### src/rtl/if_id_hazard_control.sv
// IF/ID hazard control: load-use stall, taken-branch flush with one shadow cycle, memory freeze.
// Control outputs are combinational from state and inputs; state and saturating counters are registered.
module if_id_hazard_control #(
   parameter int CNT_WIDTH = 32,
   parameter int ZERO_REG  = 31
) (
   input  logic                 clk,
   input  logic                 reset,
   input  logic [4:0]           rn_ID,
   input  logic [4:0]           rm_ID,
   input  logic                 uses_rn_ID,
   input  logic                 uses_rm_ID,
   input  logic                 memRead_EX,
   input  logic [4:0]           rd_EX,
   input  logic                 branch_taken_MEM,
   input  logic                 mem_busy,
   output logic                 pc_write,
   output logic                 if_id_write,
   output logic                 flush_IF_ID,
   output logic                 flush_ID_EX,
   output logic                 flush_EX_MEM,
   output logic                 id_ex_bubble,
   output logic [CNT_WIDTH-1:0] stall_count,
   output logic [CNT_WIDTH-1:0] flush_count,
   output logic [CNT_WIDTH-1:0] freeze_count
);

   typedef enum logic [1:0] {
      RUN          = 2'd0,
      FLUSH_SHADOW = 2'd1,
      FREEZE       = 2'd2
   } state_t;

   localparam logic [4:0]           ZERO_IDX = 5'(ZERO_REG);
   localparam logic [CNT_WIDTH-1:0] CNT_MAX  = {CNT_WIDTH{1'b1}};
   localparam logic [CNT_WIDTH-1:0] CNT_ONE  = CNT_WIDTH'(1);

   state_t               state_q, state_d;
   logic [CNT_WIDTH-1:0] stall_count_q, stall_count_d;
   logic [CNT_WIDTH-1:0] flush_count_q, flush_count_d;
   logic [CNT_WIDTH-1:0] freeze_count_q, freeze_count_d;

   logic load_use;
   logic stall_inc, flush_inc, freeze_inc;

   assign load_use = memRead_EX && (rd_EX != ZERO_IDX) &&
                     ((uses_rn_ID && (rn_ID == rd_EX)) ||
                      (uses_rm_ID && (rm_ID == rd_EX)));

   always_comb begin
      pc_write     = 1'b1;
      if_id_write  = 1'b1;
      flush_IF_ID  = 1'b0;
      flush_ID_EX  = 1'b0;
      flush_EX_MEM = 1'b0;
      id_ex_bubble = 1'b0;
      state_d      = RUN;
      stall_inc    = 1'b0;
      flush_inc    = 1'b0;
      freeze_inc   = 1'b0;

      if (mem_busy) begin
         pc_write    = 1'b0;
         if_id_write = 1'b0;
         state_d     = FREEZE;
         freeze_inc  = 1'b1;
      end else if (branch_taken_MEM) begin
         flush_IF_ID  = 1'b1;
         flush_ID_EX  = 1'b1;
         flush_EX_MEM = 1'b1;
         state_d      = FLUSH_SHADOW;
         flush_inc    = 1'b1;
      end else if (load_use && (state_q != FLUSH_SHADOW)) begin
         // ID holds a flushed bubble during the shadow cycle, so no stall there
         pc_write     = 1'b0;
         if_id_write  = 1'b0;
         id_ex_bubble = 1'b1;
         stall_inc    = 1'b1;
      end

      if (reset) begin
         pc_write     = 1'b0;
         if_id_write  = 1'b0;
         flush_IF_ID  = 1'b1;
         flush_ID_EX  = 1'b1;
         flush_EX_MEM = 1'b1;
         id_ex_bubble = 1'b1;
         state_d      = RUN;
         stall_inc    = 1'b0;
         flush_inc    = 1'b0;
         freeze_inc   = 1'b0;
      end
   end

   always_comb begin
      stall_count_d  = stall_count_q;
      flush_count_d  = flush_count_q;
      freeze_count_d = freeze_count_q;
      if (stall_inc && (stall_count_q != CNT_MAX))
         stall_count_d = stall_count_q + CNT_ONE;
      if (flush_inc && (flush_count_q != CNT_MAX))
         flush_count_d = flush_count_q + CNT_ONE;
      if (freeze_inc && (freeze_count_q != CNT_MAX))
         freeze_count_d = freeze_count_q + CNT_ONE;
   end

   always_ff @(posedge clk or posedge reset) begin
      if (reset) begin
         state_q        <= RUN;
         stall_count_q  <= '0;
         flush_count_q  <= '0;
         freeze_count_q <= '0;
      end else begin
         state_q        <= state_d;
         stall_count_q  <= stall_count_d;
         flush_count_q  <= flush_count_d;
         freeze_count_q <= freeze_count_d;
      end
   end

   assign stall_count  = stall_count_q;
   assign flush_count  = flush_count_q;
   assign freeze_count = freeze_count_q;

endmodule
### config.mk
export PLATFORM = sky130hd
export DESIGN_NAME = if_id_hazard_control
export DESIGN_NICKNAME = d
export VERILOG_FILES = /design/src/rtl/if_id_hazard_control.sv
export SDC_FILE = /design/constraint.sdc
export NUM_CORES = 1
export LEC_CHECK = 0
export CAP_MARGIN = 5
export CORE_MARGIN = 4
export CORE_UTILIZATION = 53
export CTS_BUF_LIST = sky130_fd_sc_hd__clkbuf_16
export DETAILED_ROUTE_END_ITERATION = 10
export PLACE_DENSITY = 0.85
export SLEW_MARGIN = 15
export SYNTH_ARGS = -nofsm -noshare
export SYNTH_HDL_FRONTEND = slang
export SYNTH_SLANG_ARGS = --single-unit
### constraint.sdc
create_clock -name clk -period 6.55 [get_ports clk]
set_input_delay 0.655 -clock clk [delete_from_list [all_inputs] [get_ports clk]]
set_output_delay 0.655 -clock clk [all_outputs]
set_load 0.005 [all_outputs]
==> metrics.csv, run 1 <==
stage;metric;value;unit
clock_network;# clock sinks;98;
sta;fin crit share;0.556;
logic_synthesis;post-synthesis simple-gate area fraction;0.236;
drt;WL met3;530;um
sta;clock skew;0.0136;ns
drt;met1 WL;4790;um
clock_network;clock latency on the worst-skew pair;0.34;ns
logic_synthesis;Post-Syn Nets;463;
clock_network;CTS tree;built;
run;MaxCap Viol Count;0;
sta;Relative slew margins;0.469;
worst_setup_path;Worst R2R End;stall_count[27];
clock_network;Worst-path clk slew;0.06;ns
die;Die H;103;um
logic_synthesis;syn avg cell area;10.8;um^2
power_and_ir_drop;leakage;2.73;nW
drt;Iteration-0 DRC Markers;144;
clock_network;Max Buffers Root-to-Sink;2;
clock_network;clock root buffer;clkbuf_16;
power_and_ir_drop;clock network power share;0.387;
finish;most frequent cells in the layout;123 x clkdlybuf4s50_1, 98 x dfrtp_1, 64 x xnor2_1;
sta;Setup Total Neg Slack;0;ns
worst_setup_path;worst r2r path cells;6;
logic_synthesis;Synth Area in Compound Gates;0.0312;
logic_synthesis;Synth Area in Adders;0.00792;
finish;diode count;0;
worst_setup_path;critical path arrival;2.99;ns
sta;Final WS setup;2.91;ns
finish;nets;593;
sta;unrepaired setup endpoints after global routing;no;
finish;area delta synth->final;34.8;%
grt;vias in the first global route;3991;
sta;Tmin final;3.64;ns
die;io pins;124;
logic_synthesis;Mapped Cells;438;
grt;initial antenna violation count;0;
place;Port Buffers;123;
sta;final count of hold timing violations;0;
die;Initial Utilization;0.543;
place;DP Worst Slack;2.84;ns
run_status;status;completed;
drt;drt pass-1 iters;4;
worst_setup_path;worst r2r src;stall_count[0];
clock_network;post-CTS sizing;0;
sta;fmax;275;MHz
drt;number of remaining DRC errors;0;
drt;Vias/cell;5.60;
logic_synthesis;mux cell area share after synthesis;0.00475;
sta;Worst-Margin Slew;0.785;ns
power_and_ir_drop;Pwr Total;0.00142;W
power_and_ir_drop;switching share of total power;0.241;
place;HPWL Detailed;8750;um
hold_path;hold_sp;freeze_count[10];
sta;final hold slack;0.489;ns
logic_synthesis;Ys Warns;0;
place;gpl congestion;0.823;
worst_setup_path;critical path class;input pin to output pin;
drt;Total Wirelength;11700;um
power_and_ir_drop;Pwr per Cell Area;222;nW/um^2
drt;Vias;3805;
sta;final setup vio count;0;
worst_setup_path;WP data required;5.89;ns
drt;Routed Antenna Nets;0;
logic_synthesis;Netlist cell types;42;
logic_synthesis;register bit count reported by yosys;98;
die;Die Wd;103;um
finish;fill cell count;604;
grt;total track usage;0.234;
logic_synthesis;Seq/Total Area, Yosys;0.518;
worst_setup_path;CP Launch Point;reset;
die;# rows;34;
grt;largest net degree at the start of global routing;58;
drt;max layer used;met4;
die;core area;8720;um^2
sta;max-slew violation count;0;
grt;GR Overflow Total;0;
worst_setup_path;Critical Path Start Type;input pin;
finish;fraction of layout cells with a size suffix above 1;0.0560;
grt;first-pass GRT wire length;19600;um
drt;routed wl met2;6170;um
clock_network;Post CTS Setup Buffer Count;0;
worst_setup_path;crit path max fanout;57;
clock_network;CTS Buf Count;9;
die;die area;10500;um^2
clock_network;Hold Buf Count CTS;0;
hold_path;Worst Hold Class;register to register;
worst_setup_path;Worst R2R Setup Slack;3.96;ns
logic_synthesis;largest family of logic cells by synthesized area;simple AND/OR/NAND/NOR gates;
power_and_ir_drop;Int Pwr;0.00107;W
drt;wire per inst;17.3;um
logic_synthesis;Synth Cell Area;4740;um^2
logic_synthesis;xor and xnor fraction of the mapped netlist area;0.187;
clock_network;H-tree Lvls;3;
power_and_ir_drop;combinational share of power;0.126;
power_and_ir_drop;sequential power share;0.487;
power_and_ir_drop;Psw;0.000342;W
worst_setup_path;crit path to;id_ex_bubble;
power_and_ir_drop;worst vdd ir;0.149;mV
finish;most common cell after layout, fill and taps aside;clkdlybuf4s50_1;
worst_setup_path;CP Capture Type;output pin;
flip-flops by register name (all words and copies together) (netlist names):
name          count
stall_count      32
flush_count      32
freeze_count     32
state_q           2
through the flow:
stage | util | std cells | instance area (um^2)
2_1_floorplan | - | 438 | 4740
3_3_place_gp | 0.697 | 665 | 6080
3_5_place_dp | 0.697 | 665 | 6080
4_1_cts | 0.732 | 679 | 6390
5_1_grt | 0.732 | 679 | 6390
6_report | 0.732 | 679 | 6390
worst max-delay path, cell delays in order:
cell and delay [ns]:
clkdlybuf4s50_1 0.49, inv_4 0.43, buf_4 0.67, o21ai_0 0.19
clkdlybuf4s50_1 0.50
kinds of logic (layout without fill, tap and decap cells):
group | after synthesis | in the layout
and+or+nand+nor | 203 | 203
xor gates and xnor gates | 101 | 101
DFF | 98 | 98
AOI/OAI and AO/OA | 16 | 16
buffers and inverters | 15 | 148
adders and majority gates | 3 | 3
muxes | 2 | 2
power groups by stage:
stage	sequential [W]	clock [W]	combinational, W
after floorplan	0.000692	0	0.0000688
after global placement	0.000697	0	0.000171
after detailed placement	0.000700	0	0.000181
after CTS	0.000689	0.000553	0.000182
after global routing	0.000696	0.000581	0.000200
final	0.000690	0.000548	0.000179
worst min-delay path by stage:
stage | end | slack (ns) | depth (start not counted)
6_report | freeze_count[10] | 0.49 | 1
5_1_grt | freeze_count[10] | 0.50 | 1
4_1_cts | stall_count[23] | 0.50 | 1
3_5_place_dp | stall_count[23] | 0.48 | 1
3_3_place_gp | freeze_count[23] | 0.48 | 1
2_1_floorplan | stall_count[23] | 0.48 | 1
per-layer routing:
layer	vias to the layer above	track usage
met1	1881	0.290
met4	0	0.0898
met3	17	0.0386
li1	1801	-
met5	-	0
met2	106	0.411
synthesized netlist by cell type (all sizes together):
| library cell | number | area, um^2 |
|---|---|---|
| nand2 | 39 | 146 |
| clkbuf | 1 | 3.75 |
| xor2 | 37 | 324 |
| o311a | 1 | 10.0 |
| nor2 | 26 | 97.6 |
| mux2 | 2 | 22.5 |
| nand2b | 2 | 12.5 |
| o21ai | 2 | 10.0 |
| a311oi | 1 | 8.76 |
| a211oi | 3 | 27.5 |
| nor2b | 4 | 25.0 |
| nand4 | 34 | 213 |
| buf | 5 | 38.8 |
| ha | 3 | 37.5 |
| o311ai | 2 | 35.0 |
| nand3 | 38 | 195 |
| nor4 | 8 | 56.3 |
| a2111oi | 1 | 15.0 |
| inv | 9 | 33.8 |
| nor4b | 1 | 8.76 |
| and3 | 14 | 87.6 |
| a21oi | 3 | 15.0 |
| o211ai | 1 | 7.51 |
| and4 | 11 | 98.8 |
| xnor2 | 64 | 561 |
| dfrtp | 98 | 2450 |
| or4b | 1 | 13.8 |
| o22ai | 1 | 12.5 |
| and4bb | 1 | 12.5 |
| a31oi | 1 | 6.26 |
| nor3b | 3 | 22.5 |
| or2 | 1 | 6.26 |
| nor3 | 15 | 90.1 |
| and2 | 5 | 31.3 |
cell type report:
cell class | count | area, um^2 | share of cell area
clock inverters | 5 | 81.3 | 0.0127
repair buffers | 125 | 1250 | 0.195
inverters | 9 | 36.3 | 0.00568
clock buffers | 9 | 225 | 0.0353
well taps | 108 | 135 | 0.0212
multi-input cells | 325 | 2210 | 0.346
flip-flops and latches | 98 | 2450 | 0.384
Note: power is estimated with default switching activity, not from simulation.
==> run 2: changes to the inputs <==
--- a/config.mk
+++ b/config.mk
@@ -7,10 +7,10 @@
 export LEC_CHECK = 0
 export CAP_MARGIN = 5
 export CORE_MARGIN = 4
-export CORE_UTILIZATION = 53
+export CORE_UTILIZATION = 49
 export CTS_BUF_LIST = sky130_fd_sc_hd__clkbuf_16
 export DETAILED_ROUTE_END_ITERATION = 10
-export PLACE_DENSITY = 0.85
+export PLACE_DENSITY = 0.79
 export SLEW_MARGIN = 15
 export SYNTH_ARGS = -nofsm -noshare
 export SYNTH_HDL_FRONTEND = slang
==> constraint.sdc (replaced) <==
create_clock -name clk -period 3.5 [get_ports clk]
set_input_delay 0.35 -clock clk [delete_from_list [all_inputs] [get_ports clk]]
set_output_delay 0.35 -clock clk [all_outputs]
set_load 0.005 [all_outputs]
==> run 2 against run 1 <==
Compared with the run above:
- sequential share of layout area fell by 0.25 points
- global-route usage fell by 3.4 points
- cell area up 0.65%
- power increased by 89%
- first-iteration DRC count fell by 2.8%
==> metrics.csv, run 2 (same netlist as run 1, synthesis figures left out) <==
stage;metric;value;unit;change
run_status;status;completed;;
die;Initial Utilization;0.508;;-0.0353
clock_network;Hold Buf Count CTS;0;;unchanged
worst_setup_path;Worst path max stage delay;0.54;ns;-0.13 ns
sta;final setup vio count;0;;unchanged
sta;final hold slack;0.418;ns;-0.0706 ns
finish;area occupied by multi-input gates;2210;um^2;unchanged
grt;total track usage;0.200;;-0.0343
drt;drt pass-1 iters;4;;unchanged
worst_setup_path;Critical-path top delay cell;clkdlybuf4s50_1;;
die;io pins;124;;unchanged
finish;Reg area;2450;um^2;unchanged
clock_network;post-CTS sizing;0;;unchanged
finish;area delta synth->final;35.6;%;
worst_setup_path;CP Capture Type;output pin;;
hold_path;Worst Hold Class;input pin to async pin;;
die;# rows;35;;+2.9%
worst_setup_path;Critical Path Start Type;input pin;;
sta;Setup Total Neg Slack;0;ns;unchanged
clock_network;Post CTS Setup Buffer Count;0;;unchanged
drt;Iteration-0 DRC Markers;140;;-2.8%
finish;fill cell count;716;;+19%
power_and_ir_drop;leakage;2.73;nW;+0.10%
worst_setup_path;crit path max fanout;6;;-89%
die;die area;11300;um^2;+7.5%
drt;wire per inst;15.9;um;-8.3%
place;DP Cell Count;685;;+3.0%
drt;Vias;3813;;+0.21%
clock_network;CTS tree;built;;
clock_network;# clock sinks;98;;unchanged
clock_network;clock latency on the worst-skew pair;0.33;ns;about the same
finish;nets;592;;-0.17%
worst_setup_path;critical path class;input pin to output pin;;
sta;Tmin final;2.74;ns;
grt;GR Overflow Total;0;;unchanged
drt;Total Wirelength;11100;um;-5.3%
sta;Final WS setup;0.756;ns;-2.15 ns
worst_setup_path;CP cell instances;clkdlybuf4s50_1 -> xnor2_1 -> nand4_1 -> o22ai_2 -> nand2_1 -> o21ai_0 -> clkdlybuf4s50_1;;
clock_network;H-tree Lvls;3;;unchanged
grt;initial antenna violation count;0;;unchanged
sta;clock skew;0.00905;ns;-0.00455 ns
sta;Worst-Margin Slew;0.789;ns;+0.00440 ns
clock_network;clock root buffer;clkbuf_16;;
finish;post-route insts no fill;701;;+3.2%
finish;most common cell after layout, fill and taps aside;clkdlybuf4s50_1;;
clock_network;Worst-path clk slew;0.07;ns;about the same
drt;Vias/cell;5.44;;-2.9%
clock_network;CTS Buf Count;9;;unchanged
place;gpl congestion;0.840;;+2.0%
drt;Routed Antenna Nets;0;;unchanged
worst_setup_path;critical path arrival;2.39;ns;-0.60 ns
clock_network;Max Buffers Root-to-Sink;2;;unchanged
sta;max-slew violation count;0;;unchanged
grt;vias in the first global route;3695;;-7.4%
sta;final count of hold timing violations;0;;unchanged
worst_setup_path;Crit path top cell by count;clkdlybuf4s50_1;;
sta;unrepaired setup endpoints after global routing;no;;
place;HPWL Detailed;8260;um;-5.6%
run;MaxCap Viol Count;0;;unchanged
worst_setup_path;WP data required;3.15;ns;-2.74 ns
sta;Relative slew margins;0.474;;+0.00444
finish;most frequent cells in the layout;123 x clkdlybuf4s50_1, 98 x dfrtp_1, 64 x xnor2_1;;
die;Die H;106;um;+3.7%
grt;first-pass GRT wire length;18500;um;-5.4%
sta;fin crit share;0.784;;
die;Die Wd;106;um;+3.7%
finish;diode count;0;;unchanged
grt;largest net degree at the start of global routing;88;;+52%
die;core area;9330;um^2;+7.0%
power_and_ir_drop;Pwr per Cell Area;418;nW/um^2;+88%
power_and_ir_drop;worst vdd ir;0.275;mV;+85%
finish;fraction of layout cells with a size suffix above 1;0.0559;;-0.0000980
drt;number of remaining DRC errors;0;;unchanged
sta;fmax;364;MHz;
place;DP Worst Slack;0.709;ns;-2.13 ns
place;Port Buffers;123;;unchanged
## run 2: changes by cell type in the layout (fill, tap and decap cells not counted), sizes merged
cell	previous run	this run
inv	9	11
buf	2	1
## run 2: metal layers
metal,vias to the layer above,share of wire,GRT usage
met5,-,0,0
met3,13,0.050,0.0334
met4,0,0.017,0.0675
met2,117,0.49,0.329
met1,1876,0.44,0.269
li1,1807,-,-
## run 2: report_power, final
part / total [W] / switching (W) / internal, W
Combinational: 0.000327 / 0.000131 / 0.000196
Clock: 0.00107 / 0.000437 / 0.000633
Sequential: 0.00129 / 0.0000901 / 0.00120
## run 2: final cells by class
| type | count | area share |
|---|---|---|
| clock inverter | 7 | 0.0154 |
| tap | 129 | 0.0251 |
| inverter | 9 | 0.00584 |
| clock buffer | 9 | 0.0350 |
| sequential | 98 | 0.382 |
| multi-input combinational | 325 | 0.344 |
| timing repair buffer | 124 | 0.193 |
## run 2: worst paths after layout
path / startpoint / end / slack [ns] / cells past startpoint
worst max-delay path: rd_EX[4] / id_ex_bubble / 0.76 / 7
worst min-delay path: reset / stall_count[24] / 0.42 / 2
worst max register to register: stall_count[0] / stall_count[31] / 0.89 / 6
worst min register to register: stall_count[30] / stall_count[30] / 0.49 / 1
max in group asynchronous: reset / freeze_count[7] / 2.03 / 3
min in group clk: stall_count[30] / stall_count[30] / 0.49 / 1
## run 2: critical path: cells and delay by family
| family | cells | cell delay (ns) |
|---|---|---|
| buffers and inverters | 2 | 1.06 |
| xor gates and xnor gates | 1 | 0.14 |
| and+or+nand+nor | 2 | 0.28 |
| AOI/OAI and AO/OA | 2 | 0.56 |
## run 2: through the flow
step           total power [W]  area, um^2  utilization
2_1_floorplan          0.00142        4740            -
3_3_place_gp           0.00162        6100        0.654
3_5_place_dp           0.00164        6100        0.654
4_1_cts                0.00270        6420        0.689
5_1_grt                0.00279        6430        0.689
6_report               0.00268        6430        0.689
==> run 3: changes to the inputs <==
--- a/config.mk
+++ b/config.mk
@@ -7,10 +7,10 @@
 export LEC_CHECK = 0
 export CAP_MARGIN = 5
 export CORE_MARGIN = 4
-export CORE_UTILIZATION = 49
+export CORE_UTILIZATION = 44
 export CTS_BUF_LIST = sky130_fd_sc_hd__clkbuf_16
 export DETAILED_ROUTE_END_ITERATION = 10
-export PLACE_DENSITY = 0.79
+export PLACE_DENSITY = 0.75
 export SLEW_MARGIN = 15
 export SYNTH_ARGS = -nofsm -noshare
 export SYNTH_HDL_FRONTEND = slang
==> constraint.sdc (replaced) <==
create_clock -name clk -period 2.43 [get_ports clk]
set_input_delay 0.243 -clock clk [delete_from_list [all_inputs] [get_ports clk]]
set_output_delay 0.243 -clock clk [all_outputs]
set_load 0.005 [all_outputs]
==> run 3 against run 2 <==
Compared with the run above:
- combinational power rose by 47%
- largest cell class unchanged
- power rose by 38%
- sequential cell count did not move
- critical path type unchanged
==> metrics.csv, run 3 (same netlist as run 1, synthesis figures left out) <==
stage;metric;value;unit;change
finish;post-route insts no fill;727;;+3.7%
clock_network;clock latency on the worst-skew pair;0.34;ns;about the same
grt;GR Overflow Total;0;;unchanged
grt;total track usage;0.184;;-0.0161
power_and_ir_drop;combinational share of power;0.130;;+0.008
place;DP Worst Slack;0.0611;ns;-0.648 ns
worst_setup_path;critical path class;input pin to output pin;;
clock_network;CTS Buf Count;9;;unchanged
sta;fmax;436;MHz;
sta;Worst-Margin Slew;0.791;ns;+0.00144 ns
drt;Total Wirelength;11300;um;+1.4%
sta;Relative slew margins;0.473;;-0.000961
drt;number of remaining DRC errors;0;;unchanged
sta;fin crit share;0.944;;
worst_setup_path;Worst R2R Setup Slack;0.22;ns;-0.67 ns
worst_setup_path;Critical-path top delay cell;clkdlybuf4s50_1;;
place;HPWL Detailed;8450;um;+2.3%
sta;Final WS setup;0.135;ns;-0.621 ns
drt;Vias/cell;5.28;;-2.8%
power_and_ir_drop;clock network power share;0.369;;-0.030
sta;final count of hold timing violations;0;;unchanged
power_and_ir_drop;leakage;2.82;nW;+3.1%
worst_setup_path;Worst R2R End;stall_count[20];;
worst_setup_path;CP cell instances;clkdlybuf4s50_1 -> xnor2_1 -> nand4_1 -> o22ai_2 -> nand2_2 -> o21ai_0 -> clkdlybuf4s50_1;;
place;gpl congestion;0.804;;-4.2%
clock_network;clock root buffer;clkbuf_16;;
die;# rows;37;;+5.7%
place;DP Cell Count;708;;+3.4%
power_and_ir_drop;switching share of total power;0.245;;about the same
power_and_ir_drop;sequential power share;0.501;;+0.022
finish;fraction of layout cells with a size suffix above 1;0.0863;;+0.0304
worst_setup_path;Worst path max stage delay;0.53;ns;about the same
clock_network;H-tree Lvls;3;;unchanged
die;io pins;124;;unchanged
grt;first-pass GRT wire length;19200;um;+3.7%
sta;final setup vio count;0;;unchanged
worst_setup_path;worst r2r path cells;7;;+1
clock_network;Max Buffers Root-to-Sink;2;;unchanged
sta;clock skew;0.00664;ns;-0.00241 ns
worst_setup_path;crit path max fanout;3;;-3
worst_setup_path;worst r2r src;stall_count[1];;
power_and_ir_drop;worst vdd ir;0.267;mV;-2.7%
grt;initial antenna violation count;0;;unchanged
place;Port Buffers;123;;unchanged
run;MaxCap Viol Count;0;;unchanged
power_and_ir_drop;Pwr per Cell Area;567;nW/um^2;+36%
worst_setup_path;CP Capture Type;output pin;;
sta;final hold slack;0.376;ns;-0.0422 ns
die;Die H;112;um;+5.1%
sta;max-slew violation count;0;;unchanged
clock_network;Worst-path clk slew;0.06;ns;about the same
sta;unrepaired setup endpoints after global routing;no;;
die;Die Wd;112;um;+5.1%
power_and_ir_drop;Psw;0.000911;W;+38%
hold_path;Worst Hold Class;input pin to async pin;;
power_and_ir_drop;Pwr Total;0.00371;W;+38%
drt;Iteration-0 DRC Markers;153;;+9.3%
die;die area;12500;um^2;+10%
drt;Routed Antenna Nets;0;;unchanged
grt;largest net degree at the start of global routing;88;;unchanged
clock_network;CTS tree;built;;
power_and_ir_drop;Int Pwr;0.00280;W;+38%
finish;nets;611;;+3.2%
drt;drt pass-1 iters;4;;unchanged
finish;area delta synth->final;38.2;%;
worst_setup_path;WP data required;2.19;ns;-0.96 ns
sta;Tmin final;2.30;ns;
drt;wire per inst;15.5;um;-2.2%
worst_setup_path;Critical Path Start Type;input pin;;
worst_setup_path;Crit path top cell by count;clkdlybuf4s50_1;;
grt;vias in the first global route;3946;;+6.8%
die;Initial Utilization;0.455;;-0.0531
run_status;status;completed;;
die;core area;10400;um^2;+12%
drt;Vias;3842;;+0.76%
finish;diode count;0;;unchanged
clock_network;# clock sinks;98;;unchanged
finish;most frequent cells in the layout;123 x clkdlybuf4s50_1, 98 x dfrtp_1, 64 x xnor2_1;;
worst_setup_path;critical path arrival;2.05;ns;-0.34 ns
finish;most common cell after layout, fill and taps aside;clkdlybuf4s50_1;;
==> run 3: worst max path at each step <==
stage	start	endpoint	slack (ns)
after floorplan	reset	flush_ID_EX	-0.11
after global placement	rd_EX[4]	id_ex_bubble	0.09
after detailed placement	rd_EX[4]	stall_count[11]	0.06
after CTS	rd_EX[4]	id_ex_bubble	0.07
after global routing	rd_EX[4]	id_ex_bubble	0.02
final	rd_EX[4]	id_ex_bubble	0.13
==> run 3: worst max-delay path, delay by kind of cell <==
kind	cells	cell delay (ns)
XOR/XNOR	1	0.14
AND/OR/NAND/NOR	2	0.25
AO/OA/AOI/OAI	2	0.37
buffers and inverters	2	1.05
==> run 3: area by class of cell <==
| cell class | count | area (um^2) |
|---|---|---|
| fillers | 846 | 3870 |
| flip-flops and latches | 98 | 2450 |
| multi-input cells | 325 | 2220 |
| repair buffers | 143 | 1390 |
| clock buffers | 9 | 225 |
| well taps | 136 | 170 |
| clock inverters | 7 | 60.1 |
| inverters | 9 | 37.5 |
==> run 3: routing by layer <==
layer  up-vias  track usage  part of all wire
met5         -            0                 0
met4         0       0.0503             0.013
met3        15       0.0489             0.061
met2       136        0.292              0.48
met1      1849        0.251              0.44
li1       1842            -                 -
==> run 3: repair_timing <==
action / in CTS / in global routing
buffers inserted: 0 / 3
hold buffers: 0 / 0
hold endpoints to repair: 0 / 0
gates resized for setup: 0 / 2
endpoints found under the setup margin: 0 / 9
==> run 3: stage by stage <==
step	cell area, um^2	util	setup TNS, ns
after floorplan	4740	-	-0.225
after global placement	6230	0.598	0
after detailed placement	6230	0.598	0
after CTS	6510	0.625	0
after global routing	6550	0.629	0
final	6550	0.629	0
==> run 3: power groups by stage <==
| stage | combinational [W] | sequential (W) | clock, W |
|---|---|---|---|
| after global placement | 0.000469 | 0.00188 | 0 |
| after CTS | 0.000491 | 0.00186 | 0.00141 |
| after detailed placement | 0.000488 | 0.00188 | 0 |
| after floorplan | 0.000186 | 0.00187 | 0 |
| final | 0.000482 | 0.00186 | 0.00137 |
| after global routing | 0.000531 | 0.00188 | 0.00148 |
